$ cat src/rtl/cpuc_package.sv
// rtl/cpuc_package.sv - shared CPUC datapath constants and types
// Purpose: word width, compare signedness, max-reduce frame length default and
//          the max-reduce FSM state type.
// Ports:   none (package).
package cpuc_package;

  localparam int DATA_WIDTH           = 32;
  // 1: signed two's-complement compare, 0: unsigned compare.
  localparam int SIGNED_CMP           = 0;
  localparam int MAX_REDUCE_FRAME_LEN = 256;

  typedef enum logic {
    S_ACC = 1'b0,
    S_OUT = 1'b1
  } t_max_reduce_state;

endpackage

$ cat src/rtl/cpuc_max_reduce_acc.sv
// rtl/cpuc_max_reduce_acc.sv - max/idx/count/overflow accumulator for cpuc_max_reduce
// Purpose: holds the running frame maximum, its position, the beat count and the
//          sticky overflow flag; performs the signed/unsigned compare.
// Ports:   clk, rst_n (async active-low); load (first beat of frame), update
//          (later beat of frame), in_data; out_max, out_idx, out_count, out_overflow.
// Config:  CPUC_MAX_REDUCE_IDX_EN builds the index register; otherwise out_idx is 0.
module cpuc_max_reduce_acc
  import cpuc_package::*;
#(
  parameter int MAX_FRAME_LEN = MAX_REDUCE_FRAME_LEN,
  parameter int IDX_WIDTH     = $clog2(MAX_FRAME_LEN),
  parameter int CNT_WIDTH     = $clog2(MAX_FRAME_LEN + 1)
) (
  input  logic                  clk,
  input  logic                  rst_n,
  input  logic                  load,
  input  logic                  update,
  input  logic [DATA_WIDTH-1:0] in_data,
  output logic [DATA_WIDTH-1:0] out_max,
  output logic [IDX_WIDTH-1:0]  out_idx,
  output logic [CNT_WIDTH-1:0]  out_count,
  output logic                  out_overflow
);

  logic [DATA_WIDTH-1:0] max_q, max_d;
  logic [CNT_WIDTH-1:0]  count_q, count_d;
  logic                  ovf_q, ovf_d;
  logic                  gt;
  logic                  full;

  always_comb begin
    gt = 1'b0;
    if (SIGNED_CMP == 1) gt = $signed(in_data) > $signed(max_q);
    else                 gt = in_data > max_q;
  end

  // Beats past MAX_FRAME_LEN are swallowed and only flag overflow.
  assign full = (count_q == CNT_WIDTH'(MAX_FRAME_LEN));

  always_comb begin
    max_d   = max_q;
    count_d = count_q;
    ovf_d   = ovf_q;
    if (load) begin
      max_d   = in_data;
      count_d = CNT_WIDTH'(1);
      ovf_d   = 1'b0;
    end else if (update) begin
      if (full) begin
        ovf_d = 1'b1;
      end else begin
        if (gt) max_d = in_data;
        count_d = count_q + CNT_WIDTH'(1);
      end
    end
  end

  always_ff @(posedge clk or negedge rst_n) begin
    if (!rst_n) begin
      max_q   <= '0;
      count_q <= '0;
      ovf_q   <= 1'b0;
    end else begin
      max_q   <= max_d;
      count_q <= count_d;
      ovf_q   <= ovf_d;
    end
  end

`ifdef CPUC_MAX_REDUCE_IDX_EN
  logic [IDX_WIDTH-1:0] idx_q, idx_d;

  always_comb begin
    idx_d = idx_q;
    if (load) begin
      idx_d = '0;
    end else if (update && !full && gt) begin
      // count < MAX_FRAME_LEN here, so it fits in IDX_WIDTH.
      idx_d = count_q[IDX_WIDTH-1:0];
    end
  end

  always_ff @(posedge clk or negedge rst_n) begin
    if (!rst_n) idx_q <= '0;
    else        idx_q <= idx_d;
  end

  assign out_idx = idx_q;
`else
  assign out_idx = '0;
`endif

  assign out_max      = max_q;
  assign out_count    = count_q;
  assign out_overflow = ovf_q;

endmodule

$ cat src/rtl/cpuc_max_reduce.sv
// rtl/cpuc_max_reduce.sv - streaming frame max-reduction unit
// Purpose: consumes a last-delimited frame of words and emits one result beat
//          (max, index of first max, beat count, overflow) per frame.
// Ports:   clk, rst_n (async active-low); in_valid/in_ready/in_data/in_last input
//          stream; out_valid/out_ready/out_max/out_idx/out_count/out_overflow result.
// Config:  CPUC_MAX_REDUCE_IDX_EN enables the index tracking (else out_idx = 0).
module cpuc_max_reduce
  import cpuc_package::*;
#(
  parameter int MAX_FRAME_LEN = MAX_REDUCE_FRAME_LEN,
  parameter int IDX_WIDTH     = $clog2(MAX_FRAME_LEN),
  parameter int CNT_WIDTH     = $clog2(MAX_FRAME_LEN + 1)
) (
  input  logic                  clk,
  input  logic                  rst_n,
  input  logic                  in_valid,
  output logic                  in_ready,
  input  logic [DATA_WIDTH-1:0] in_data,
  input  logic                  in_last,
  output logic                  out_valid,
  input  logic                  out_ready,
  output logic [DATA_WIDTH-1:0] out_max,
  output logic [IDX_WIDTH-1:0]  out_idx,
  output logic [CNT_WIDTH-1:0]  out_count,
  output logic                  out_overflow
);

  t_max_reduce_state state_q, state_d;
  logic in_ready_q, in_ready_d;
  logic out_valid_q, out_valid_d;
  logic first_q, first_d;
  logic accept;

  assign accept = in_valid && in_ready_q;

  always_comb begin
    state_d     = state_q;
    in_ready_d  = in_ready_q;
    out_valid_d = out_valid_q;
    first_d     = first_q;
    case (state_q)
      S_ACC: begin
        if (accept) begin
          first_d = 1'b0;
          if (in_last) begin
            state_d     = S_OUT;
            in_ready_d  = 1'b0;
            out_valid_d = 1'b1;
          end
        end
      end
      S_OUT: begin
        if (out_ready) begin
          state_d     = S_ACC;
          in_ready_d  = 1'b1;
          out_valid_d = 1'b0;
          first_d     = 1'b1;
        end
      end
      default: begin
        state_d     = S_ACC;
        in_ready_d  = 1'b1;
        out_valid_d = 1'b0;
        first_d     = 1'b1;
      end
    endcase
  end

  always_ff @(posedge clk or negedge rst_n) begin
    if (!rst_n) begin
      state_q     <= S_ACC;
      in_ready_q  <= 1'b1;
      out_valid_q <= 1'b0;
      first_q     <= 1'b1;
    end else begin
      state_q     <= state_d;
      in_ready_q  <= in_ready_d;
      out_valid_q <= out_valid_d;
      first_q     <= first_d;
    end
  end

  assign in_ready  = in_ready_q;
  assign out_valid = out_valid_q;

  cpuc_max_reduce_acc #(
    .MAX_FRAME_LEN (MAX_FRAME_LEN),
    .IDX_WIDTH     (IDX_WIDTH),
    .CNT_WIDTH     (CNT_WIDTH)
  ) u_acc (
    .clk          (clk),
    .rst_n        (rst_n),
    .load         (accept && first_q),
    .update       (accept && !first_q),
    .in_data      (in_data),
    .out_max      (out_max),
    .out_idx      (out_idx),
    .out_count    (out_count),
    .out_overflow (out_overflow)
  );

endmodule

$ cat config.mk
export PLATFORM = sky130hd
export DESIGN_NAME = cpuc_max_reduce
export DESIGN_NICKNAME = d
export VERILOG_FILES = /design/src/rtl/cpuc_package.sv /design/src/rtl/cpuc_max_reduce_acc.sv /design/src/rtl/cpuc_max_reduce.sv
export SDC_FILE = /design/constraint.sdc
export NUM_CORES = 1
export LEC_CHECK = 0
export CAP_MARGIN = 20
export CELL_PAD_IN_SITES_DETAIL_PLACEMENT = 0
export CELL_PAD_IN_SITES_GLOBAL_PLACEMENT = 1
export CORE_MARGIN = 5
export CORE_UTILIZATION = 36
export CTS_CLUSTER_SIZE = 20
export DETAILED_ROUTE_END_ITERATION = 8
export GPL_TIMING_DRIVEN = 0
export HOLD_SLACK_MARGIN = 0.02
export PLACE_DENSITY_LB_ADDON = 0.1
export SLEW_MARGIN = 25
export SYNTH_ARGS = -nofsm -noshare
export SYNTH_HDL_FRONTEND = slang
export SYNTH_SLANG_ARGS = --single-unit
$ cat constraint.sdc
create_clock -name clk -period 2.9 [get_ports clk]
set_clock_uncertainty 0.05 [all_clocks]
set_input_delay 0.29 -clock clk [delete_from_list [all_inputs] [get_ports clk]]
set_output_delay 0.29 -clock clk [all_outputs]
set_load 0.01 [all_outputs]
==> metrics, run 1 <==
total clock buffers created by CTS=5; I/O pin cnt=89; Clk Latency, worst-skew pair=0.30 ns; Worst-Margin Slew=roughly 0.62 ns; CP Max Fanout=10; endpoints failing setup=0; final WL=6341 µm; Total GRT Usage=approximately an eighth; simple-gate share of the synthesized area=9.289%; critical-path cell list=clkdlybuf4s50_1 -> ha_1 -> nand4_1 -> nor3_2 -> a21boi_1 -> or4_1 -> a32oi_4 -> buf_6 -> mux2_4; average vias per placed instance=4.761; CP required=roughly 3 ns; area of the core=slightly below 8000 µm²; ANT nets after route=0; cell type with the largest total area after synthesis=dfrtp_1; EDFF count, synth=0; layout cells sized above 1=a little under a fifth; Longest Clk Path Bufs=2; unrepaired setup endpoints after global routing=false; register area share after synthesis=39.47%; nets@finish=approximately 420; fraction of registers with async set/reset=100.0%; outcome=finished, final reports clean; HP Class=flop to flop; clk root buf=clkbuf_8; post-CTS resize count=0; Syn Inst Count=roughly 260; cell area after layout=slightly below 4000 µm²; Synth top area share=37.67%; Final WS setup=between 0.1 and 0.15 ns; Top FF cell, synth=dfrtp_1; DRC viols=0; peak supply drop=around 0.36 mV; die span in x=100.1 µm; Post-DP Area=3875 µm²; vias in the first global route=2232; TritonCTS clock tree=yes; Initial Utilization=37.44%; GPL Wtd Cong=between 0.7 and 0.8; Clock transition at path regs=0.09 ns; Synth Area per Inst=11.33 µm²; max-cap violations=0; crit path from=in_data[11]; crit start category=input port; final hold vios=0; maximum operating frequency=359.8 MHz; Worst R2R Start=u_acc.out_max[11]$_DFFE_PN0P_; grt ovf=0; post-layout util=just over 50%; initial antenna violation count=0; Adder-Cell Fraction of Synth Area=between 10% and 20%; Yosys warnings=0; Max stage delay on crit path=0.61 ns; # port buffers=80; area grow syn2layout=36.04%; H-tree lvl count=2; std cell rows=32; post-place setup slack=-0.2467 ns; area share of xor/xnor cells in the synthesized design=under 10%; clock period minus worst slack=2.779 ns; Yosys reg bits=46; worst setup path class=input port to flop; router iterations before antenna repair=4; Cell variety after synth=43; Worst slew margin=58.46%; post-CTS setup buffer count=0; largest cells by area after synthesis=dfrtp_1 38%, mux2_4 15%, ha_1 15%; CTS Sinks=46; diodes inserted=0; cell area power density=840.1 nW/µm²; Critical Path Sink Type=flop; Compound-Gate Fraction of Synth Area=around a tenth; Detail Placement HPWL=4862 µm; Filler Cells Inserted=between 700 and 800; largest family of logic cells by synthesized area=multiplexers; final total power=approximately 3.3 mW; mux cell area share after synthesis=16.18%; Hold WS=0.4556 ns; pin count of the biggest net entering global routing=47; Cell Area, Synth=2923 µm²; DRT iter0 DRCs=27; Data arrival, critical path=just under 3 ns; Final Slew Violations=0; per-cell routed wire length=between 10 and 15 µm; CP max-delay cell=or4_1; die area=10020 µm²; DR vias=2171; leakage power=just under 2 nW; min-delay src=state_q$_DFF_PN0_; first-pass GRT wire length=~11000 µm; period utilization=95.84%; die height=100.1 µm
[flip-flops by register name, indices dropped and copies added, names as in the netlist]
name	cells
first_q	1
in_ready	1
out_valid	1
state_q	1
u_acc.out_count	9
u_acc.out_max	32
u_acc.out_overflow	1
[cells in the mapped netlist (2+ instances only)]
cell     instances
dfrtp_1         44
a31oi_1          3
nor2_1           8
dfstp_2          2
nand4_1          7
a21oi_1         16
nand3_1          9
nor4b_2          2
ha_1            34
xnor2_1          3
a21o_1           2
buf_4            8
o21ai_0          6
nor3_1           3
buf_6            3
nand2_1         10
mux2_4          30
mux2_2           2
inv_1           38
o21ai_1          2
xor2_1           4
[layer usage]
metal	share of wire, %	GRT usage [%]
met4	1.0	3.420
met1	46	16.99
met5	0	0
met3	6.8	3.961
met2	46	21.45
[stage by stage]
stage                     cells  TNS, ns
after global placement      447   -6.687
final                       456        0
after floorplan             265        0
after CTS                   456        0
after detailed placement    447   -7.245
after global routing        456        0
[area by class of cell]
type,instances,area (µm²),area share [%]
clock inverter,1,5.005,0.1259
buffer,12,107.6,2.706
sequential,46,1154,29.01
timing repair buffer,81,808.3,20.33
clock buffer,7,86.33,2.171
multi-input combinational,169,1545,38.86
tap,102,127.6,3.210
inverter,38,142.6,3.587
[worst paths after layout]
kind / to / slack [ns] / cells after the start
worst max register to register: u_acc.out_max[16]$_DFFE_PN0P_ / 0.17 / 9
worst min-delay path: out_valid$_DFFE_PN0P_ / 0.46 / 1
worst max-delay path: u_acc.out_max[16]$_DFFE_PN0P_ / 0.12 / 9
max in group asynchronous: u_acc.out_max[31]$_DFFE_PN0P_ / 1.88 / 2
min in group asynchronous: u_acc.out_max[1]$_DFFE_PN0P_ / 0.49 / 2
worst min register to register: out_valid$_DFFE_PN0P_ / 0.46 / 1
[worst max-delay path, delay by kind of cell]
kind / cells / cell delay, ns
AND/OR/NAND/NOR: 3 / 0.83
buffers and inverters: 2 / 0.67
AO/OA/AOI/OAI: 2 / 0.45
adder cells (fa/ha/maj): 1 / 0.34
multiplexers: 1 / 0.31
[cells in the final DEF (no fill, tap or decap), drive strengths merged, types with 2 or more instances in the layout]
cell type      instances
clkdlybuf4s50         79
dfrtp                 44
inv                   38
ha                    34
mux2                  32
a21oi                 17
buf                   12
nand2                 10
nand3                  9
nor2                   8
conb                   8
nand4                  8
clkbuf                 8
o21ai                  8
xor2                   4
nor3                   4
xnor2                  3
a31oi                  3
nor4b                  2
a21o                   2
dfstp                  2
and3                   2
a211oi                 2
[kinds of logic (layout without fill, tap and decap cells)]
kind of cell               count (synthesis)  in the layout
AOI/OAI and AO/OA                         41             41
xor gates and xnor gates                   7              7
adders and majority gates                 34             34
buffers and inverters                     50            139
DFF                                       46             46
muxes                                     32             32
other                                      1              8
and+or+nand+nor                           47             47
[what timing repair did]
action / CTS / global route
hold endpoints to repair: 44 / 0
setup endpoints to repair: 0 / 24
hold buffers: 1 / 0
[where the power goes]
part | switching (mW) | internal [mW]
clock | 0.221 | 0.193
sequential | 0.239 | 0.909
combinational | 0.703 | 1.08
(Power assumes the default switching activity.)
==> run 2, diff against run 1 <==
--- a/config.mk
+++ b/config.mk
@@ -5,7 +5,7 @@
 export SDC_FILE = /design/constraint.sdc
 export NUM_CORES = 1
 export LEC_CHECK = 0
-export CAP_MARGIN = 20
+export CAP_MARGIN = 30
 export CELL_PAD_IN_SITES_DETAIL_PLACEMENT = 0
 export CELL_PAD_IN_SITES_GLOBAL_PLACEMENT = 1
 export CORE_MARGIN = 5
==> results of run 2 <==
Final layout, timing and power as in run 1 (identical DEF).
==> run 3, diff against run 2 <==
--- a/config.mk
+++ b/config.mk
@@ -5,6 +5,7 @@
 export SDC_FILE = /design/constraint.sdc
 export NUM_CORES = 1
 export LEC_CHECK = 0
+export ABC_AREA = 0
 export CAP_MARGIN = 30
 export CELL_PAD_IN_SITES_DETAIL_PLACEMENT = 0
 export CELL_PAD_IN_SITES_GLOBAL_PLACEMENT = 1
@@ -15,6 +16,7 @@
 export GPL_TIMING_DRIVEN = 0
 export HOLD_SLACK_MARGIN = 0.02
 export PLACE_DENSITY_LB_ADDON = 0.1
+export SKIP_LAST_GASP = 1
 export SLEW_MARGIN = 25
 export SYNTH_ARGS = -nofsm -noshare
 export SYNTH_HDL_FRONTEND = slang
==> results of run 3 <==
Final layout, timing and power as in run 1 (identical DEF).
